### src/rtl/reg_cmd_master_if.sv
// Command/response byte streams plus the register-bus side of the command master.
interface reg_cmd_master_if #(
    parameter int pBYTECNT_SIZE = 7
);
    logic [7:0]               cmd_data;
    logic                     cmd_valid;
    logic                     cmd_ready;
    logic [7:0]               rsp_data;
    logic                     rsp_valid;
    logic                     rsp_ready;
    logic [7:0]               reg_address;
    logic [pBYTECNT_SIZE-1:0] reg_bytecnt;
    logic [7:0]               write_data;
    logic [7:0]               read_data;
    logic                     reg_read;
    logic                     reg_write;
    logic                     reg_addrvalid;
    logic                     busy;

    modport master (
        input  cmd_data, cmd_valid, rsp_ready, read_data,
        output cmd_ready, rsp_data, rsp_valid, reg_address, reg_bytecnt,
               write_data, reg_read, reg_write, reg_addrvalid, busy
    );

    modport slave (
        output cmd_data, cmd_valid, rsp_ready, read_data,
        input  cmd_ready, rsp_data, rsp_valid, reg_address, reg_bytecnt,
               write_data, reg_read, reg_write, reg_addrvalid, busy
    );
endinterface

### src/rtl/reg_cmd_master.sv
// Byte-stream to register-bus initiator: writes strobe 1 cycle after byte accept, reads cost
// 3+ cycles/byte; cmd_ready drops outside IDLE/LEN/WR_DATA, responses hold until rsp_ready.
module reg_cmd_master #(
    parameter int pBYTECNT_SIZE = 7
) (
    input  logic             cwusb_clk,
    input  logic             reset_i,
    reg_cmd_master_if.master bus
);

    typedef enum logic [2:0] {
        IDLE, LEN, WR_DATA, WR_DONE, RD_STROBE, RD_CAPTURE, RD_SEND
    } state_t;

    state_t                   state;
    logic [7:0]               idx;
    logic [7:0]               len;
    logic [7:0]               idx_inc;
    logic                     is_read;
    logic                     cmd_fire;

    logic                     cmd_ready_q;
    logic [7:0]               rsp_data_q;
    logic                     rsp_valid_q;
    logic [7:0]               reg_address_q;
    logic [pBYTECNT_SIZE-1:0] reg_bytecnt_q;
    logic [7:0]               write_data_q;
    logic                     reg_read_q;
    logic                     reg_write_q;
    logic                     reg_addrvalid_q;
    logic                     busy_q;

    assign cmd_fire = bus.cmd_valid & cmd_ready_q;
    assign idx_inc  = idx + 8'd1;

    always_ff @(posedge cwusb_clk or posedge reset_i) begin
        if (reset_i) begin
            state           <= IDLE;
            idx             <= 8'd0;
            len             <= 8'd0;
            is_read         <= 1'b0;
            cmd_ready_q     <= 1'b0;
            rsp_data_q      <= 8'd0;
            rsp_valid_q     <= 1'b0;
            reg_address_q   <= 8'd0;
            reg_bytecnt_q   <= '0;
            write_data_q    <= 8'd0;
            reg_read_q      <= 1'b0;
            reg_write_q     <= 1'b0;
            reg_addrvalid_q <= 1'b0;
            busy_q          <= 1'b0;
        end else begin
            reg_read_q  <= 1'b0;
            reg_write_q <= 1'b0;
            case (state)
                IDLE: begin
                    cmd_ready_q <= 1'b1;
                    if (cmd_fire) begin
                        reg_address_q <= {1'b0, bus.cmd_data[6:0]};
                        is_read       <= bus.cmd_data[7];
                        busy_q        <= 1'b1;
                        state         <= LEN;
                    end
                end
                LEN: begin
                    if (cmd_fire) begin
                        len <= bus.cmd_data;
                        idx <= 8'd0;
                        if (bus.cmd_data == 8'd0) begin
                            busy_q <= 1'b0;
                            state  <= IDLE;
                        end else begin
                            reg_addrvalid_q <= 1'b1;
                            if (is_read) begin
                                // Strobe is registered on entry so it is high during RD_STROBE.
                                cmd_ready_q   <= 1'b0;
                                reg_read_q    <= 1'b1;
                                reg_bytecnt_q <= '0;
                                state         <= RD_STROBE;
                            end else begin
                                state <= WR_DATA;
                            end
                        end
                    end
                end
                WR_DATA: begin
                    if (cmd_fire) begin
                        reg_write_q   <= 1'b1;
                        write_data_q  <= bus.cmd_data;
                        reg_bytecnt_q <= idx[pBYTECNT_SIZE-1:0];
                        idx           <= idx_inc;
                        if (idx_inc == len) begin
                            cmd_ready_q <= 1'b0;
                            state       <= WR_DONE;
                        end
                    end
                end
                WR_DONE: begin
                    reg_addrvalid_q <= 1'b0;
                    busy_q          <= 1'b0;
                    cmd_ready_q     <= 1'b1;
                    state           <= IDLE;
                end
                RD_STROBE: begin
                    state <= RD_CAPTURE;
                end
                RD_CAPTURE: begin
                    // bytecnt is left untouched so the combinational FIFO read mux stays put.
                    rsp_data_q  <= bus.read_data;
                    rsp_valid_q <= 1'b1;
                    state       <= RD_SEND;
                end
                RD_SEND: begin
                    if (bus.rsp_ready) begin
                        rsp_valid_q <= 1'b0;
                        idx         <= idx_inc;
                        if (idx_inc == len) begin
                            reg_addrvalid_q <= 1'b0;
                            busy_q          <= 1'b0;
                            cmd_ready_q     <= 1'b1;
                            state           <= IDLE;
                        end else begin
                            reg_read_q    <= 1'b1;
                            reg_bytecnt_q <= idx_inc[pBYTECNT_SIZE-1:0];
                            state         <= RD_STROBE;
                        end
                    end
                end
                default: begin
                    state <= IDLE;
                end
            endcase
        end
    end

    assign bus.cmd_ready     = cmd_ready_q;
    assign bus.rsp_data      = rsp_data_q;
    assign bus.rsp_valid     = rsp_valid_q;
    assign bus.reg_address   = reg_address_q;
    assign bus.reg_bytecnt   = reg_bytecnt_q;
    assign bus.write_data    = write_data_q;
    assign bus.reg_read      = reg_read_q;
    assign bus.reg_write     = reg_write_q;
    assign bus.reg_addrvalid = reg_addrvalid_q;
    assign bus.busy          = busy_q;

endmodule

### src/flat_wrapper.sv
// flat-port wrapper written by rule: the top's interface ports become plain ports
module reg_cmd_master_flat 
#(
    parameter int pBYTECNT_SIZE = 7
)
  (cwusb_clk, reset_i, bus_cmd_data, bus_cmd_valid, bus_rsp_ready, bus_read_data, bus_cmd_ready, bus_rsp_data, bus_rsp_valid, bus_reg_address, bus_reg_bytecnt, bus_write_data, bus_reg_read, bus_reg_write, bus_reg_addrvalid, bus_busy);
  reg_cmd_master_if #(.pBYTECNT_SIZE(pBYTECNT_SIZE)) bus_i ();
  input  logic cwusb_clk;
  input  logic reset_i;
  input wire logic [$bits(bus_i.cmd_data)-1:0] bus_cmd_data;
  input wire logic [$bits(bus_i.cmd_valid)-1:0] bus_cmd_valid;
  input wire logic [$bits(bus_i.rsp_ready)-1:0] bus_rsp_ready;
  input wire logic [$bits(bus_i.read_data)-1:0] bus_read_data;
  output wire logic [$bits(bus_i.cmd_ready)-1:0] bus_cmd_ready;
  output wire logic [$bits(bus_i.rsp_data)-1:0] bus_rsp_data;
  output wire logic [$bits(bus_i.rsp_valid)-1:0] bus_rsp_valid;
  output wire logic [$bits(bus_i.reg_address)-1:0] bus_reg_address;
  output wire logic [$bits(bus_i.reg_bytecnt)-1:0] bus_reg_bytecnt;
  output wire logic [$bits(bus_i.write_data)-1:0] bus_write_data;
  output wire logic [$bits(bus_i.reg_read)-1:0] bus_reg_read;
  output wire logic [$bits(bus_i.reg_write)-1:0] bus_reg_write;
  output wire logic [$bits(bus_i.reg_addrvalid)-1:0] bus_reg_addrvalid;
  output wire logic [$bits(bus_i.busy)-1:0] bus_busy;
  assign bus_i.cmd_data = bus_cmd_data;
  assign bus_i.cmd_valid = bus_cmd_valid;
  assign bus_i.rsp_ready = bus_rsp_ready;
  assign bus_i.read_data = bus_read_data;
  assign bus_cmd_ready = bus_i.cmd_ready;
  assign bus_rsp_data = bus_i.rsp_data;
  assign bus_rsp_valid = bus_i.rsp_valid;
  assign bus_reg_address = bus_i.reg_address;
  assign bus_reg_bytecnt = bus_i.reg_bytecnt;
  assign bus_write_data = bus_i.write_data;
  assign bus_reg_read = bus_i.reg_read;
  assign bus_reg_write = bus_i.reg_write;
  assign bus_reg_addrvalid = bus_i.reg_addrvalid;
  assign bus_busy = bus_i.busy;
  reg_cmd_master #(.pBYTECNT_SIZE(pBYTECNT_SIZE)) u_core (.cwusb_clk(cwusb_clk), .reset_i(reset_i), .bus(bus_i));
endmodule
### config.mk
export PLATFORM = sky130hd
export DESIGN_NAME = reg_cmd_master_flat
export DESIGN_NICKNAME = d
export VERILOG_FILES = /design/src/rtl/reg_cmd_master_if.sv /design/src/rtl/reg_cmd_master.sv /design/src/flat_wrapper.sv
export SDC_FILE = /design/constraint.sdc
export NUM_CORES = 1
export LEC_CHECK = 0
export CORE_AREA = 4 4 79 81
export DETAILED_ROUTE_END_ITERATION = 10
export DIE_AREA = 0 0 83 85
export GPL_TIMING_DRIVEN = 0
export HOLD_SLACK_MARGIN = 0.12
export PLACE_DENSITY = 0.86
export SLEW_MARGIN = 20
export SYNTH_ARGS = -nofsm -noshare
export SYNTH_HDL_FRONTEND = slang
export SYNTH_SLANG_ARGS = --single-unit
export TNS_END_PERCENT = 1
### constraint.sdc
create_clock -name cwusb_clk -period 3.7 [get_ports cwusb_clk]
set_input_delay 0.37 -clock cwusb_clk [delete_from_list [all_inputs] [get_ports cwusb_clk]]
set_output_delay 0.37 -clock cwusb_clk [all_outputs]
set_load 0.01 [all_outputs]
==> results_dict.tcl <==
set metrics [dict create \
    antenna_cells 0 \
    vdd_drop_max_uv 430 \
    slowest_delay_ns 0.46 \
    fp.dieH_um 85 \
    drive_gt1_share_pct 18.1 \
    worstMarginPinSlew_ns 0.767 \
    synthSimpleGateAreaFrac_pct 12.5 \
    initial_core_util_pct 51.0 \
    final_hold_viol_count 0 \
    synth_top_family_by_area "multiplexers" \
    area_growth_pct 27.1 \
    cts_tree "done" \
    placed_area_um2 3440 \
    vias 2079 \
    fin_crit_sh_pct 76.9 \
    grt_max_degree 57 \
    status "finished, final reports clean" \
    post_layout_nonfiller_instances 382 \
    finClkSkew_ns 0.00424 \
    drv_cap 0 \
    globalRouteOverflowTotal 0 \
    routed_via_density 5.44 \
    clkLatencyLatePin_ns 0.31 \
    ys_ff_latch 56 \
    synth_cell_type_count 47 \
    slew_headroom_pct 48.6 \
    cts-buffers-inserted 5 \
    path_buf_inv 1 \
    grt_pass1_wl_mm 9.45 \
    ctsHtreeMaxLevel 2 \
    synth_top_area_share_pct 50.2 \
    critPathSlowestCell "dfrtp_1" \
    netlist_area_um2 2790 \
    synthTopCellsByArea "dfrtp_1, mux2_2, mux2_4" \
    powerDensity_nw_per_um2 755 \
    fillers 461 \
    yosysWarnings 0 \
    cts_sinks 56 \
    path_max_fanout 9 \
    path_delay_family "simple AND/OR/NAND/NOR gates" \
    synthXorXnorAreaFrac_pct 5.34 \
    antenna_found_initial 0 \
    synth.yosys.seq_area_share_pct 50.2 \
    required_ns 3.90 \
    synth_nets 268 \
    cts.path.max_buffers 2 \
    final_common_cell "dfrtp_1" \
    final_cell_mix "dfrtp_1, clkdlybuf4s50_1, mux2_2" \
    drt_iter0_drc 185 \
    dr.pass1.iters 4 \
    path_clk_slew_ns 0.09 \
    drt-wirelength-per-cell_um 15.0 \
    die_w_um 83 \
    antenna_left 0 \
    fin_crit_ns 2.85 \
    avgSynthCellArea_um2 11.3 \
    cp.arrival_ns 3.05 \
    final_area_um2 3540 \
    cp_cell_sequence "ha_1 > nand3_4 > or3_4 > a2111oi_4 > nand4_4 > o211a_1 > buf_6 > mux2_4" \
    path_class "flop to flop" \
    rr_worst_depth 8 \
    hold_depth 1 \
    syn-instance-count 247 \
    cts_resized 0 \
    synthAdderAreaFrac_pct 0.449 \
    p_leak_uw 0.00147 \
    dp.final_hpwl_mm 4.14 \
    synth.mux.area_fraction_pct 17.0 \
    coreArea_um2 5470 \
    io_pins 57 \
    finalSetupViolations 0 \
    nets 330 \
    crit_cells 8 \
    gp_congestion 0.896 \
    finalSetupTns_ns 0 \
    rsz0062_at_grt "false" \
    yosys_most_used_dff "dfrtp_1" \
    clock.fmax_mhz 351 \
    synth_edf_count 0 \
    min_path_type "flop to flop" \
    synth_compound_area_share_pct 10.8 \
    synth_area_leader_cell "dfrtp_1" \
    cts_setup_buffers 0 \
    dp.cells 374 \
    dieArea_um2 7060 \
    drc 0 \
    grt_pass1_vias 2041 \
    routed_wl_mm 5.74 \
    end_kind "flop" \
    async_flop_share_pct 100 \
    slew_violations 0 \
    rows 27 \
    ctsHoldBuffers 0 \
    cts_root_buffer "clkbuf_8" \
    critPathLaunchType "flop" \
    grtUsageTotal_pct 16.5 \
    portBuffers 55 \
]
-- synth_stat cells, drive strengths merged (5+ instances only) --
library cell and count:
mux2 39, nor3 5, nand2 18, xor2 9, buf 5, dfrtp 56
inv 8, clkbuf 9, nor2 20, xnor2 8, a21oi 10, o21ai 13
-- final timing paths --
| kind | start | end | slack [ns] |
|---|---|---|---|
| worst max-delay path | u_core.idx[1]$_DFFE_PP0P_ | u_core.bus.reg_bytecnt[0]$_DFFE_PP0P_ | 0.85 |
| worst min-delay path | u_core.bus.write_data[2]$_DFFE_PP0P_ | u_core.bus.write_data[2]$_DFFE_PP0P_ | 0.51 |
| worst max register to register | u_core.idx[1]$_DFFE_PP0P_ | u_core.bus.reg_bytecnt[0]$_DFFE_PP0P_ | 0.85 |
| worst min register to register | u_core.bus.write_data[2]$_DFFE_PP0P_ | u_core.bus.write_data[2]$_DFFE_PP0P_ | 0.51 |
| max in group asynchronous | reset_i | u_core.bus.reg_address[2]$_DFFE_PP0P_ | 2.75 |
| min in group asynchronous | reset_i | u_core.bus.rsp_data[2]$_DFFE_PP0P_ | 0.52 |
-- cells by family after synthesis --
family,count (synthesis)
and+or+nand+nor,66
DFF,56
AOI/OAI and AO/OA,44
muxes,40
buffers and inverters,22
xor gates and xnor gates,17
adders and majority gates,1
other,1
-- report_power, final --
| part | internal (µW) | switching, µW |
|---|---|---|
| registers | 843 | 142 |
| clock network | 201 | 191 |
| logic | 694 | 606 |
-- per-stage QoR --
| stage | setup WS [ns] | hold WS (ns) | power, µW | utilization [%] |
|---|---|---|---|---|
| final | 0.854 | 0.510 | 2680 | 64.8 |
| after global routing | 0.711 | 0.531 | 2840 | 64.8 |
| after CTS | 0.859 | 0.514 | 2690 | 64.8 |
| after detailed placement | 0.883 | 0.491 | 2290 | 62.8 |
| after global placement | 0.917 | 0.487 | 2250 | 62.7 |
| after floorplan | 1.13 | 0.470 | 1790 | - |
-- cell type report --
cell class,count,area [µm²],share of cell area (%)
flip-flops and latches,56,1400,39.5
multi-input cells,169,1300,36.6
repair buffers,55,551,15.5
well taps,72,90.1,2.54
clock buffers,6,72.6,2.05
plain buffers,14,66.3,1.87
clock inverters,2,35.0,0.988
inverters,8,32.5,0.918
-- routing by layer --
metal	share of wire [%]	GRT usage [%]	vias to the layer above
met5	0	0	-
met4	1.4	6.54	0
met2	49	27.6	74
met3	7.8	5.24	6
met1	41	19.7	1008
li1	-	-	991
-- flip-flops by register name, summed over array words and instances, names as in the netlist --
name and flops:
u_core.idx 8, u_core.bus.reg_address 7, u_core.bus.rsp_valid 1, u_core.bus.write_data 8, u_core.bus.reg_write 1, u_core.len 8
u_core.is_read 1, u_core.bus.rsp_data 8, u_core.bus.reg_bytecnt 7, u_core.bus.reg_read 1, u_core.state 3, u_core.bus.cmd_ready 1
u_core.bus.reg_addrvalid 1, u_core.bus.busy 1
Note: power is estimated with default switching activity, not from simulation.
